[config.mk]
export PLATFORM = sky130hd
export DESIGN_NAME = systolic_skew_feeder_flat
export DESIGN_NICKNAME = d
export VERILOG_FILES = /design/src/rtl/systolic_pkg.sv /design/src/rtl/systolic_skew_feeder_if.sv /design/src/rtl/skew_lane_sel.sv /design/src/rtl/systolic_skew_feeder.sv /design/src/flat_wrapper.sv
export SDC_FILE = /design/constraint.sdc
export NUM_CORES = 1
export LEC_CHECK = 0
export BUFFER_PORTS_ARGS = -buffer_cell sky130_fd_sc_hd__buf_2
export CAP_MARGIN = 40
export CORE_MARGIN = 1
export CORE_UTILIZATION = 55
export DETAILED_ROUTE_END_ITERATION = 16
export GPL_TIMING_DRIVEN = 0
export PLACE_DENSITY = 0.75
export RECOVER_POWER = 25
export SYNTH_ARGS = -nofsm -noshare
export SYNTH_HDL_FRONTEND = slang
export SYNTH_SLANG_ARGS = --single-unit
[constraint.sdc]
create_clock -name clk -period 8.05 [get_ports clk]
set_clock_uncertainty 0.05 [all_clocks]
set_input_delay 0.4025 -clock clk [delete_from_list [all_inputs] [get_ports clk]]
set_output_delay 0.4025 -clock clk [all_outputs]
set_load 0.03 [all_outputs]
[src/rtl/systolic_pkg.sv]
// systolic_pkg: shared widths, stream length and FSM states for the
// systolic array feeder.
package systolic_pkg;
  localparam int DATA_W = 32;
  localparam int N = 4;
  localparam int STREAM_LEN = 2 * N - 1;
  localparam int T_W = $clog2(STREAM_LEN + 1);

  typedef enum logic [2:0] {
    IDLE,
    LOAD,
    CLEAR,
    STREAM,
    DRAIN
  } state_t;
endpackage

[src/rtl/systolic_skew_feeder_if.sv]
// systolic_skew_feeder_if: valid/ready operand beat stream
// carrying one column of A and one row of B per beat.
interface systolic_skew_feeder_if #(
  parameter int DATA_W = systolic_pkg::DATA_W,
  parameter int N = systolic_pkg::N
);
  logic in_valid;
  logic in_ready;
  logic [N*DATA_W-1:0] in_a_col;
  logic [N*DATA_W-1:0] in_b_row;

  modport master (
    output in_valid,
    output in_a_col,
    output in_b_row,
    input  in_ready
  );

  modport slave (
    input  in_valid,
    input  in_a_col,
    input  in_b_row,
    output in_ready
  );
endinterface

[src/rtl/skew_lane_sel.sv]
// skew_lane_sel: picks column[t - LANE] for one array lane,
// or zero when the step lies outside that lane's window.
module skew_lane_sel #(
  parameter int DATA_W = systolic_pkg::DATA_W,
  parameter int N = systolic_pkg::N,
  parameter int T_W = systolic_pkg::T_W,
  parameter int LANE = 0
) (
  input  logic [T_W-1:0] t,
  input  logic [N-1:0][DATA_W-1:0] column,
  output logic [DATA_W-1:0] lane_data
);
  localparam int IDX_W = $clog2(N);

  logic [T_W:0] idx;

  always_comb begin
    idx = {1'b0, t} - (T_W+1)'(LANE);
    lane_data = '0;
    if ({1'b0, t} >= (T_W+1)'(LANE) &&
        idx < (T_W+1)'(N))
      lane_data = column[idx[IDX_W-1:0]];
  end
endmodule

[src/rtl/systolic_skew_feeder.sv]
// systolic_skew_feeder: buffers a 4x4 job, clears the array, streams skewed
// lanes, then drains. SKEW_FEEDER_DONE_WAIT_EN: drain also waits for arr_done.
module systolic_skew_feeder #(
  parameter int DATA_W = systolic_pkg::DATA_W,
  parameter int N = systolic_pkg::N,
  parameter int DRAIN_CYCLES = 4
) (
  input  logic clk,
  input  logic rst,
  systolic_skew_feeder_if.slave in_if,
  output logic arr_clr,
  input  logic arr_done,
  output logic [DATA_W-1:0] a_west0,
  output logic [DATA_W-1:0] a_west1,
  output logic [DATA_W-1:0] a_west2,
  output logic [DATA_W-1:0] a_west3,
  output logic [DATA_W-1:0] b_north0,
  output logic [DATA_W-1:0] b_north1,
  output logic [DATA_W-1:0] b_north2,
  output logic [DATA_W-1:0] b_north3,
  output logic busy,
  output logic job_done
);
  import systolic_pkg::*;

  if (N != 4) begin : g_n_check
    $error("systolic_skew_feeder supports N == 4 only");
  end

  localparam int K_W = $clog2(N);
  localparam int D_W =
    (DRAIN_CYCLES > 1) ? $clog2(DRAIN_CYCLES) : 1;
  localparam logic [D_W-1:0] D_LAST = D_W'(DRAIN_CYCLES - 1);
  localparam logic [T_W-1:0] T_LAST = T_W'(STREAM_LEN - 1);
  localparam logic [K_W-1:0] K_LAST = K_W'(N - 1);

  state_t state_q, state_d;
  logic [K_W-1:0] k_q, k_d;
  logic [T_W-1:0] t_q, t_d, t_sel;
  logic [D_W-1:0] d_q, d_d;
  logic ready_c, load_en, lane_en, drain_exit;

  // buffers are indexed [lane][beat]
  logic [N-1:0][N-1:0][DATA_W-1:0] a_buf, b_buf;
  logic [N-1:0][DATA_W-1:0] a_sel, b_sel, a_q, b_q;

`ifdef SKEW_FEEDER_DONE_WAIT_EN
  assign drain_exit = (d_q == D_LAST) && arr_done;
`else
  logic unused_arr_done;
  assign unused_arr_done = arr_done;
  assign drain_exit = (d_q == D_LAST);
`endif

  always_comb begin
    state_d  = state_q;
    k_d      = k_q;
    t_d      = t_q;
    d_d      = d_q;
    t_sel    = t_q + 1'b1;
    ready_c  = 1'b0;
    load_en  = 1'b0;
    lane_en  = 1'b0;
    arr_clr  = 1'b0;
    busy     = 1'b0;
    job_done = 1'b0;
    unique case (state_q)
      IDLE, LOAD: begin
        ready_c = 1'b1;
        if (in_if.in_valid) begin
          load_en = 1'b1;
          k_d = k_q + 1'b1;
          state_d = (k_q == K_LAST) ? CLEAR : LOAD;
        end
      end
      CLEAR: begin
        arr_clr = 1'b1;
        busy    = 1'b1;
        lane_en = 1'b1;
        t_sel   = '0;
        t_d     = '0;
        state_d = STREAM;
      end
      STREAM: begin
        busy = 1'b1;
        if (t_q == T_LAST) begin
          d_d = '0;
          state_d = DRAIN;
        end else begin
          lane_en = 1'b1;
          t_d = t_q + 1'b1;
        end
      end
      DRAIN: begin
        busy = 1'b1;
        if (drain_exit) begin
          job_done = 1'b1;
          state_d = IDLE;
        end else begin
          // saturates so the minimum wait holds until arr_done
          d_d = (d_q == D_LAST) ? d_q : d_q + 1'b1;
        end
      end
      default: state_d = IDLE;
    endcase
  end

  assign in_if.in_ready = ready_c & ~rst;

  always_ff @(posedge clk) begin
    if (rst) begin
      state_q <= IDLE;
      k_q <= '0;
      t_q <= '0;
      d_q <= '0;
      a_q <= '0;
      b_q <= '0;
    end else begin
      state_q <= state_d;
      k_q <= k_d;
      t_q <= t_d;
      d_q <= d_d;
      a_q <= lane_en ? a_sel : '0;
      b_q <= lane_en ? b_sel : '0;
    end
  end

  always_ff @(posedge clk) begin
    if (load_en && !rst) begin
      for (int i = 0; i < N; i++) begin
        a_buf[i][k_q] <= in_if.in_a_col[i*DATA_W +: DATA_W];
        b_buf[i][k_q] <= in_if.in_b_row[i*DATA_W +: DATA_W];
      end
    end
  end

  for (genvar i = 0; i < N; i++) begin : g_lane
    skew_lane_sel #(
      .DATA_W(DATA_W), .N(N), .T_W(T_W), .LANE(i)
    ) u_a (
      .t(t_sel), .column(a_buf[i]), .lane_data(a_sel[i])
    );
    skew_lane_sel #(
      .DATA_W(DATA_W), .N(N), .T_W(T_W), .LANE(i)
    ) u_b (
      .t(t_sel), .column(b_buf[i]), .lane_data(b_sel[i])
    );
  end

  assign a_west0  = a_q[0];
  assign a_west1  = a_q[1];
  assign a_west2  = a_q[2];
  assign a_west3  = a_q[3];
  assign b_north0 = b_q[0];
  assign b_north1 = b_q[1];
  assign b_north2 = b_q[2];
  assign b_north3 = b_q[3];
endmodule

[src/flat_wrapper.sv]
// flat-port wrapper written by rule: the top's interface ports become plain ports
module systolic_skew_feeder_flat import systolic_pkg::*;
#(
  parameter int DATA_W = systolic_pkg::DATA_W,
  parameter int N = systolic_pkg::N,
  parameter int DRAIN_CYCLES = 4
)
  (clk, rst, arr_clr, arr_done, a_west0, a_west1, a_west2, a_west3, b_north0, b_north1, b_north2, b_north3, busy, job_done, in_if_in_valid, in_if_in_a_col, in_if_in_b_row, in_if_in_ready);
  systolic_skew_feeder_if #(.DATA_W(DATA_W), .N(N)) in_if_i ();
  input  logic clk;
  input  logic rst;
  output logic arr_clr;
  input  logic arr_done;
  output logic [DATA_W-1:0] a_west0;
  output logic [DATA_W-1:0] a_west1;
  output logic [DATA_W-1:0] a_west2;
  output logic [DATA_W-1:0] a_west3;
  output logic [DATA_W-1:0] b_north0;
  output logic [DATA_W-1:0] b_north1;
  output logic [DATA_W-1:0] b_north2;
  output logic [DATA_W-1:0] b_north3;
  output logic busy;
  output logic job_done;
  input wire logic [$bits(in_if_i.in_valid)-1:0] in_if_in_valid;
  input wire logic [$bits(in_if_i.in_a_col)-1:0] in_if_in_a_col;
  input wire logic [$bits(in_if_i.in_b_row)-1:0] in_if_in_b_row;
  output wire logic [$bits(in_if_i.in_ready)-1:0] in_if_in_ready;
  assign in_if_i.in_valid = in_if_in_valid;
  assign in_if_i.in_a_col = in_if_in_a_col;
  assign in_if_i.in_b_row = in_if_in_b_row;
  assign in_if_in_ready = in_if_i.in_ready;
  systolic_skew_feeder #(.DATA_W(DATA_W), .N(N), .DRAIN_CYCLES(DRAIN_CYCLES)) u_core (.clk(clk), .rst(rst), .in_if(in_if_i), .arr_clr(arr_clr), .arr_done(arr_done), .a_west0(a_west0), .a_west1(a_west1), .a_west2(a_west2), .a_west3(a_west3), .b_north0(b_north0), .b_north1(b_north1), .b_north2(b_north2), .b_north3(b_north3), .busy(busy), .job_done(job_done));
endmodule
==> summary.md, run 1 <==
| Metric | Value |
|---|---|
| Slowest library cell on the worst path | buf_1 |
| TritonRoute pass-1 iters | 8 |
| Setup-failing EPs final | 0 |
| Synth Instances | roughly 2700 |
| Sequential cell area | 36070 µm² |
| # fillers | around 5200 |
| Critical Path End Type | flop |
| Total Routing Usage GR | 0.2807 |
| Area Growth Syn to Fin | 24.48% |
| Final instance area | around 57000 µm² |
| Post-layout net count | between 3000 and 4000 |
| Synth Cell Area | approximately 46000 µm² |
| Chip height | between 200 and 300 µm |
| Leakage Power | 19.73 nW |
| MaxCap Viol Count | 0 |
| Final Total Pwr | between 10 and 15 mW |
| # rows | between 100 and 150 |
| Per-cell routed wire length | about 25 µm |
| Largest net degree at the start of global routing | 55 |
| Crit-path leading delay family | buffers and inverters |
| Via count | between 20000 and 30000 |
| Number of synthesized flops with an enable pin | 1024 |
| CTS root buf | clkbuf_16 |
| RSZ-0062 raised after global routing | no |
| Final setup TNS | 0 ns |
| Worst slew pin tran | a little under 0.9 ns |
| Final wirelength | between 100000 and 150000 µm |
| Required time worst endpoint | between 8 and 9 ns |
| Final period utilization | 0.6889 |
| CTS tree | built |
| Post-CTS Setup Inserts | 0 |
| Relative slew slack | 0.4129 |
| Initial Util | 0.5568 |
| DIE AREA | 84420 µm² |
| VDD IR-drop max | between 0.0002 and 0.00025 V |
| Crit path cell chain | inv_2 -> buf_1 -> ha_1 -> buf_2 -> nor2_1 -> inv_2 -> buf_2 -> buf_1 -> ha_1 -> ha_1 -> a21boi_0 -> nand4_1 -> buf_6 -> clkbuf_1 -> a211oi_1 |
| Leading cell type in the layout, fill and taps excluded | edfxtp_1 |
| Final ANT Viol Nets | 0 |
| Fmax | 0.1803 GHz |
| Fin. Hold Viols | 0 |
| Final Wtd Congestion | between 0.8 and 0.9 |
| I/O pin count | 520 |
| Clock transition at the registers of the reported paths | approximately 0.07 ns |
| Post-synthesis register bit count | 1290 |
| Share of async-settable or async-resettable flops after synthesis | 0 |
| CP peak stage delay | 0.54 ns |
| Synth Warn # | 0 |
| Avg Cell Area, Syn | between 15 and 20 µm² |
| Initial drt markers | roughly 2600 |
| H-tree depth | 3 |
| Main synth FF type | edfxtp_1 |
| Period minus WS final | roughly 5.5 ns |
| Worst hold path type | in2reg |
| Clk sinks | 1290 |
| CORE AREA | approximately 82000 µm² |
| Vias in the first global route | between 20000 and 30000 |
| Worst Path Arrival | a little over 6 ns |
| Cell Area, Placed | 50360 µm² |
| Max Root-Sink Buffers | 3 |
| Critical Path Most Common Cell | ha_1 |
| Synthesized net count | between 2000 and 3000 |
| Final max-slew violation count | 0 |
| Die W | about 290 µm |
| Bufs and invs on worst path | 8 |
| Synth unique cells | between 40 and 50 |
| Share of layout cells above drive strength 1 | 0.2013 |
| Via density | 5.941 |
| Power Density | roughly 240 nW/µm² |
| First-pass GRT wire length | 178400 µm |
| I/O Buffers | 518 |
| Latest clock arrival within the worst-skew pair | approximately 0.7 ns |
| Crit Path Class | reg2reg |
| Most frequent cells in the layout | edfxtp_1, buf_2, clkbuf_1 |
| Grt ovf | 0 |
| Setup crit start kind | flop |
| Seq/Total Area, Yosys | 0.7877 |
| Status | finished clean |
| Post-detail-place hpwl | between 70000 and 80000 µm |
| Multi-input logic area | between 8000 and 9000 µm² |
| CTS Buf Count | 120 |
| CP Max Fanout | 11 |
| DR DRC count | 0 |
| Initial antenna violation count | 26 |
## registers in the layout, summed over array words and instances (netlist names)
register / cells
u_core.a_buf: 512
u_core.a_west0: 32
u_core.a_west1: 32
u_core.a_west2: 32
u_core.a_west3: 32
u_core.b_buf: 512
u_core.b_north0: 32
u_core.b_north1: 32
u_core.b_north2: 32
u_core.b_north3: 32
u_core.d_q: 2
u_core.k_q: 2
u_core.state_q: 3
u_core.t_q: 3
## cells in the mapped netlist, drive strengths merged, types with 2 or more instances
master | count | share of area
a2111oi | 65 | 0.013
and3 | 6 | 0.00082
dfxtp | 266 | 0.12
clkbuf | 137 | 0.011
a311oi | 64 | 0.012
or3b | 2 | 0.00038
nand3b | 2 | 0.00033
mux4 | 64 | 0.031
nand2b | 2 | 0.00027
nor3 | 6 | 0.00066
nor3b | 2 | 0.00033
nor2 | 75 | 0.0063
a21oi | 8 | 0.00087
mux2 | 66 | 0.016
edfxtp | 1024 | 0.67
o22ai | 97 | 0.013
a211oi | 192 | 0.031
o21ai | 95 | 0.010
or3 | 96 | 0.013
nand3 | 2 | 0.00022
nand2 | 135 | 0.011
inv | 11 | 0.00090
buf | 49 | 0.0062
ha | 13 | 0.0036
and2 | 97 | 0.013
nor2b | 97 | 0.013
## report_power, final
group | internal (mW) | switching [mW] | total [mW]
Sequential | 7.35 | 0.0402 | 7.39
Clock | 3.52 | 2.46 | 5.99
Combinational | 0.207 | 0.292 | 0.499
## kinds of logic after synthesis
family | share of synthesized area
adders and majority gates | 0.003552
buffers and inverters | 0.01852
xor gates and xnor gates | 0.0003826
muxes | 0.04792
DFF | 0.7877
and+or+nand+nor | 0.06014
AOI/OAI and AO/OA | 0.08175
## worst register-to-register path, stage by stage (launching register included)
cell,delay [ns]
dfxtp_1,0.36
inv_2,0.27
buf_1,0.47
ha_1,0.22
buf_2,0.33
nor2_1,0.18
inv_2,0.38
buf_2,0.52
buf_1,0.55
ha_1,0.33
ha_1,0.15
a21boi_0,0.21
nand4_1,0.46
buf_6,0.32
clkbuf_1,0.29
a211oi_1,0.37
## what timing repair did
item	CTS	global route
hold buffers	256	0
endpoints found under the hold margin	1024	0
resized for setup	0	0
## per-layer routing
layer  up-vias  global-route usage  part of all wire
met4        22              0.1132             0.039
met1     14280              0.3467              0.37
met5         -                   0            0.0010
li1      12420                   -                 -
met3       295             0.06806             0.089
met2      1491              0.4768              0.50
## through the flow
stage,instances,hold WS (ns),util,setup WS (ns)
2_1_floorplan,2682,0.3856,-,0.04023
3_3_place_gp,4270,0.4037,0.6046,-4.419
3_5_place_dp,4296,0.4225,0.6124,2.391
4_1_cts,4781,0.05077,0.6952,2.423
5_1_grt,4793,0.09370,0.6930,2.182
6_report,4798,0.1010,0.6932,2.504
## path summary, 6_finish.rpt
check / from / end / slack, ns / cells after the start
worst max-delay path: u_core.t_q[0] / u_core.b_north1[10] / 2.50 / 15
worst min-delay path: in_if_in_valid / u_core.state_q[1] / 0.10 / 3
worst max register to register: u_core.t_q[0] / u_core.b_north1[10] / 2.50 / 15
worst min register to register: u_core.d_q[1] / u_core.d_q[1] / 0.44 / 2
## area by class of cell
type | count | area share
sequential | 1290 | 0.6328
multi-input combinational | 1194 | 0.1560
timing repair buffer | 800 | 0.09758
clock buffer | 153 | 0.05733
tap | 1070 | 0.02348
clock inverter | 76 | 0.01719
buffer | 186 | 0.01400
inverter | 12 | 0.0008779
antenna | 17 | 0.0007462
Power figures use the tool's default switching activity.
==> inputs of run 2 (changes only) <==
==> constraint.sdc (replaced) <==
create_clock -name clk -period 5.6 [get_ports clk]
set_clock_uncertainty 0.05 [all_clocks]
set_input_delay 0.28 -clock clk [delete_from_list [all_inputs] [get_ports clk]]
set_output_delay 0.28 -clock clk [all_outputs]
set_load 0.03 [all_outputs]
==> run 2 against run 1 <==
Flip-flop and latch count did not move. Largest cell class unchanged. Design area down 0.13%. Utilization fell by 0.090 points. Clock-buffer cell count is 33 higher. Clock power grew 40%. Via count is 0.92% lower. Largest power group unchanged. Sequential power rose by 43%. Setup slack worse by 2.0 ns. Hold slack got worse by 0.0050 ns.
==> summary.md, run 2 (synthesis results as in run 1) <==
| Metric | Value |
|---|---|
| CTS Buf Count | 121 (+0.83%) |
| Period minus WS final | 5.099 ns (-0.4464 ns) |
| I/O pin count | 520 (unchanged) |
| H-tree depth | 3 (unchanged) |
| Sequential cell area | 36070 µm² (unchanged) |
| MaxCap Viol Count | 0 (unchanged) |
| Met2 Usage GRT | 0.4737 (-0.003158) |
| Grt ovf | 0 (unchanged) |
| Worst hold path type | in2reg |
| GR peak layer | met2 |
| Final setup TNS | 0 ns (unchanged) |
| Setup-failing EPs final | 0 (unchanged) |
| Final ANT Viol Nets | 0 (unchanged) |
| Chip height | 290.6 µm (unchanged) |
| Largest net degree at the start of global routing | 53 (-3.6%) |
| Total Routing Usage GR | 0.2790 (-0.001688) |
| I/O Buffers | 518 (unchanged) |
| Leading cell type in the layout, fill and taps excluded | edfxtp_1 |
| GR Util met3 | 0.05629 (-0.01178) |
| Latest clock arrival within the worst-skew pair | 0.70 ns (about the same) |
| Via count | 28240 (-0.92%) |
| Fmax | 0.1961 GHz (+8.8%) |
| CP Max Fanout | 20 (+9) |
| Multi-input logic area | 8892 µm² (unchanged) |
| Via density | 5.891 (-0.84%) |
| Clk sinks | 1290 (unchanged) |
| Initial antenna violation count | 13 (-50%) |
| Clock transition at the registers of the reported paths | 0.06 ns (about the same) |
| Post_cts resized | 0 (unchanged) |
| Initial drt markers | 2318 (-10%) |
| Worst slew pin tran | 0.8343 ns (-0.04633 ns) |
| Post-detail-place hpwl | 74660 µm (about the same) |
| Required time worst endpoint | 6.10 ns (-2.47 ns) |
| Setup crit start kind | flop |
| Crit Path Class | reg2reg |
| RSZ-0062 raised after global routing | no |
| Leakage Power | 19.72 nW (about the same) |
| Placed insts | 4299 (+0.070%) |
| Hold WS | 0.09599 ns (-0.005007 ns) |
| # fillers | 5210 (-0.65%) |
| Vias in the first global route | 29150 (-0.59%) |
| Final Core Density | 0.6923 (-0.0008980) |
| CTS root buf | clkbuf_16 |
| Initial Util | 0.5568 (unchanged) |
| # rows | 105 (unchanged) |
| Crit path cell chain | inv_2 -> buf_1 -> ha_1 -> buf_2 -> nor2_1 -> inv_2 -> buf_2 -> ha_1 -> ha_1 -> a21boi_0 -> nand4_1 -> buf_6 -> clkbuf_1 -> a211oi_1 |
| Relative slew slack | 0.4294 (+0.01651) |
| Critical Path Most Common Cell | ha_1 |
| Status | finished clean |
| Slowest library cell on the worst path | buf_1 |
| First-pass GRT wire length | 178000 µm (-0.22%) |
| DIE AREA | 84420 µm² (unchanged) |
| Die W | 290.6 µm (unchanged) |
| Place WS | -0.0003291 ns (-2.391 ns) |
| Critical Path End Type | flop |
| Final max-slew violation count | 0 (unchanged) |
| Fin. Hold Viols | 0 (unchanged) |
| Slack of the worst reg-to-reg path | 0.50 ns (-2.00 ns) |
| Met1 Use GR | 0.3560 (+0.009342) |
| Area Growth Syn to Fin | 24.32% |
| Bufs and invs on worst path | 7 (-1) |
| Per-cell routed wire length | 24.95 µm (-0.85%) |
| Crit-path leading delay family | buffers and inverters |
| Max Root-Sink Buffers | 3 (unchanged) |
| Final period utilization | 0.9106 (+0.2217) |
| TritonRoute pass-1 iters | 7 (-1) |
| CORE AREA | 82240 µm² (unchanged) |
| Share of layout cells above drive strength 1 | 0.2013 (about the same) |
| Post-Layout Cell Count | 4794 (-0.083%) |
| Worst Path Arrival | 5.60 ns (-0.46 ns) |
| Power Density | 346.8 nW/µm² (+42%) |
| DR DRC count | 0 (unchanged) |
| Final Wtd Congestion | 0.8171 (-1.4%) |
| Most frequent cells in the layout | edfxtp_1, buf_2, clkbuf_1 |
| PnR worst setup slack | 0.5006 ns (-2.004 ns) |
| CTS tree | built |
| VDD IR-drop max | 0.0003270 V (+37%) |
| Post-layout net count | 3881 (+0.10%) |
| Final wirelength | 119600 µm (-0.94%) |
| CP peak stage delay | 0.49 ns (-0.05 ns) |
| Largest regs | u_core.a_buf: 512 flops, u_core.b_buf: 512 flops |
-- run 2: changes by cell type in the layout (fill, tap and decap cells not counted), sizes merged --
cell,change
dlygate4sd3,+1
clkinvlp,-3
diode,-8
bufinv,-10
inv,+2
clkbuf,+33
buf,+2
clkinv,-21
-- run 2: layout make-up --
type                       instances  share of cell area
timing repair buffer             804             0.09835
antenna                            9           0.0003956
sequential                      1290              0.6336
multi-input combinational       1194              0.1562
clock inverter                    44            0.009955
buffer                           185             0.01396
clock buffer                     186             0.06314
tap                             1070             0.02351
inverter                          12           0.0008791
-- run 2: layer usage --
layer  vias up  wire length (µm)
met2      1314             59700
met4        10              4176
met3       256              9642
met5         -                69
met1     14240             46040
li1      12420                 -
-- run 2: metrics by stage --
| step | cell area (µm²) | total power, mW |
|---|---|---|
| after floorplan | 45800 | 11.08 |
| after detailed placement | 50390 | 11.39 |
| after global routing | 56930 | 20.22 |
| final | 56930 | 19.74 |
| after global placement | 49730 | 11.36 |
| after CTS | 57120 | 19.78 |
-- run 2: path summary, 6_finish.rpt --
kind	start	end	cells past startpoint
setup / recovery	u_core.t_q[0]	u_core.b_north1[0]	14
hold / removal	rst	u_core.k_q[1]	3
setup reg to reg	u_core.t_q[0]	u_core.b_north1[0]	14
hold reg to reg	u_core.d_q[1]	u_core.d_q[1]	2
-- run 2: what timing repair did --
item | 4_1_cts | 5_1_grt
hold endpoints to repair | 1025 | 0
setup endpoints to repair | 4 | 0
hold buffers | 257 | 0
setup buffers | 0 | 0
-- run 2: tightest hold or removal path, stage by stage --
cell      delay (ns)
buf_2           0.13
clkbuf_1        0.23
nor2_1          0.14
-- run 2: power by group --
| part | switching [mW] | total [mW] | internal (mW) |
|---|---|---|---|
| clock | 3.51 | 8.41 | 4.89 |
| combinational | 0.417 | 0.716 | 0.299 |
| sequential | 0.0579 | 10.6 | 10.6 |
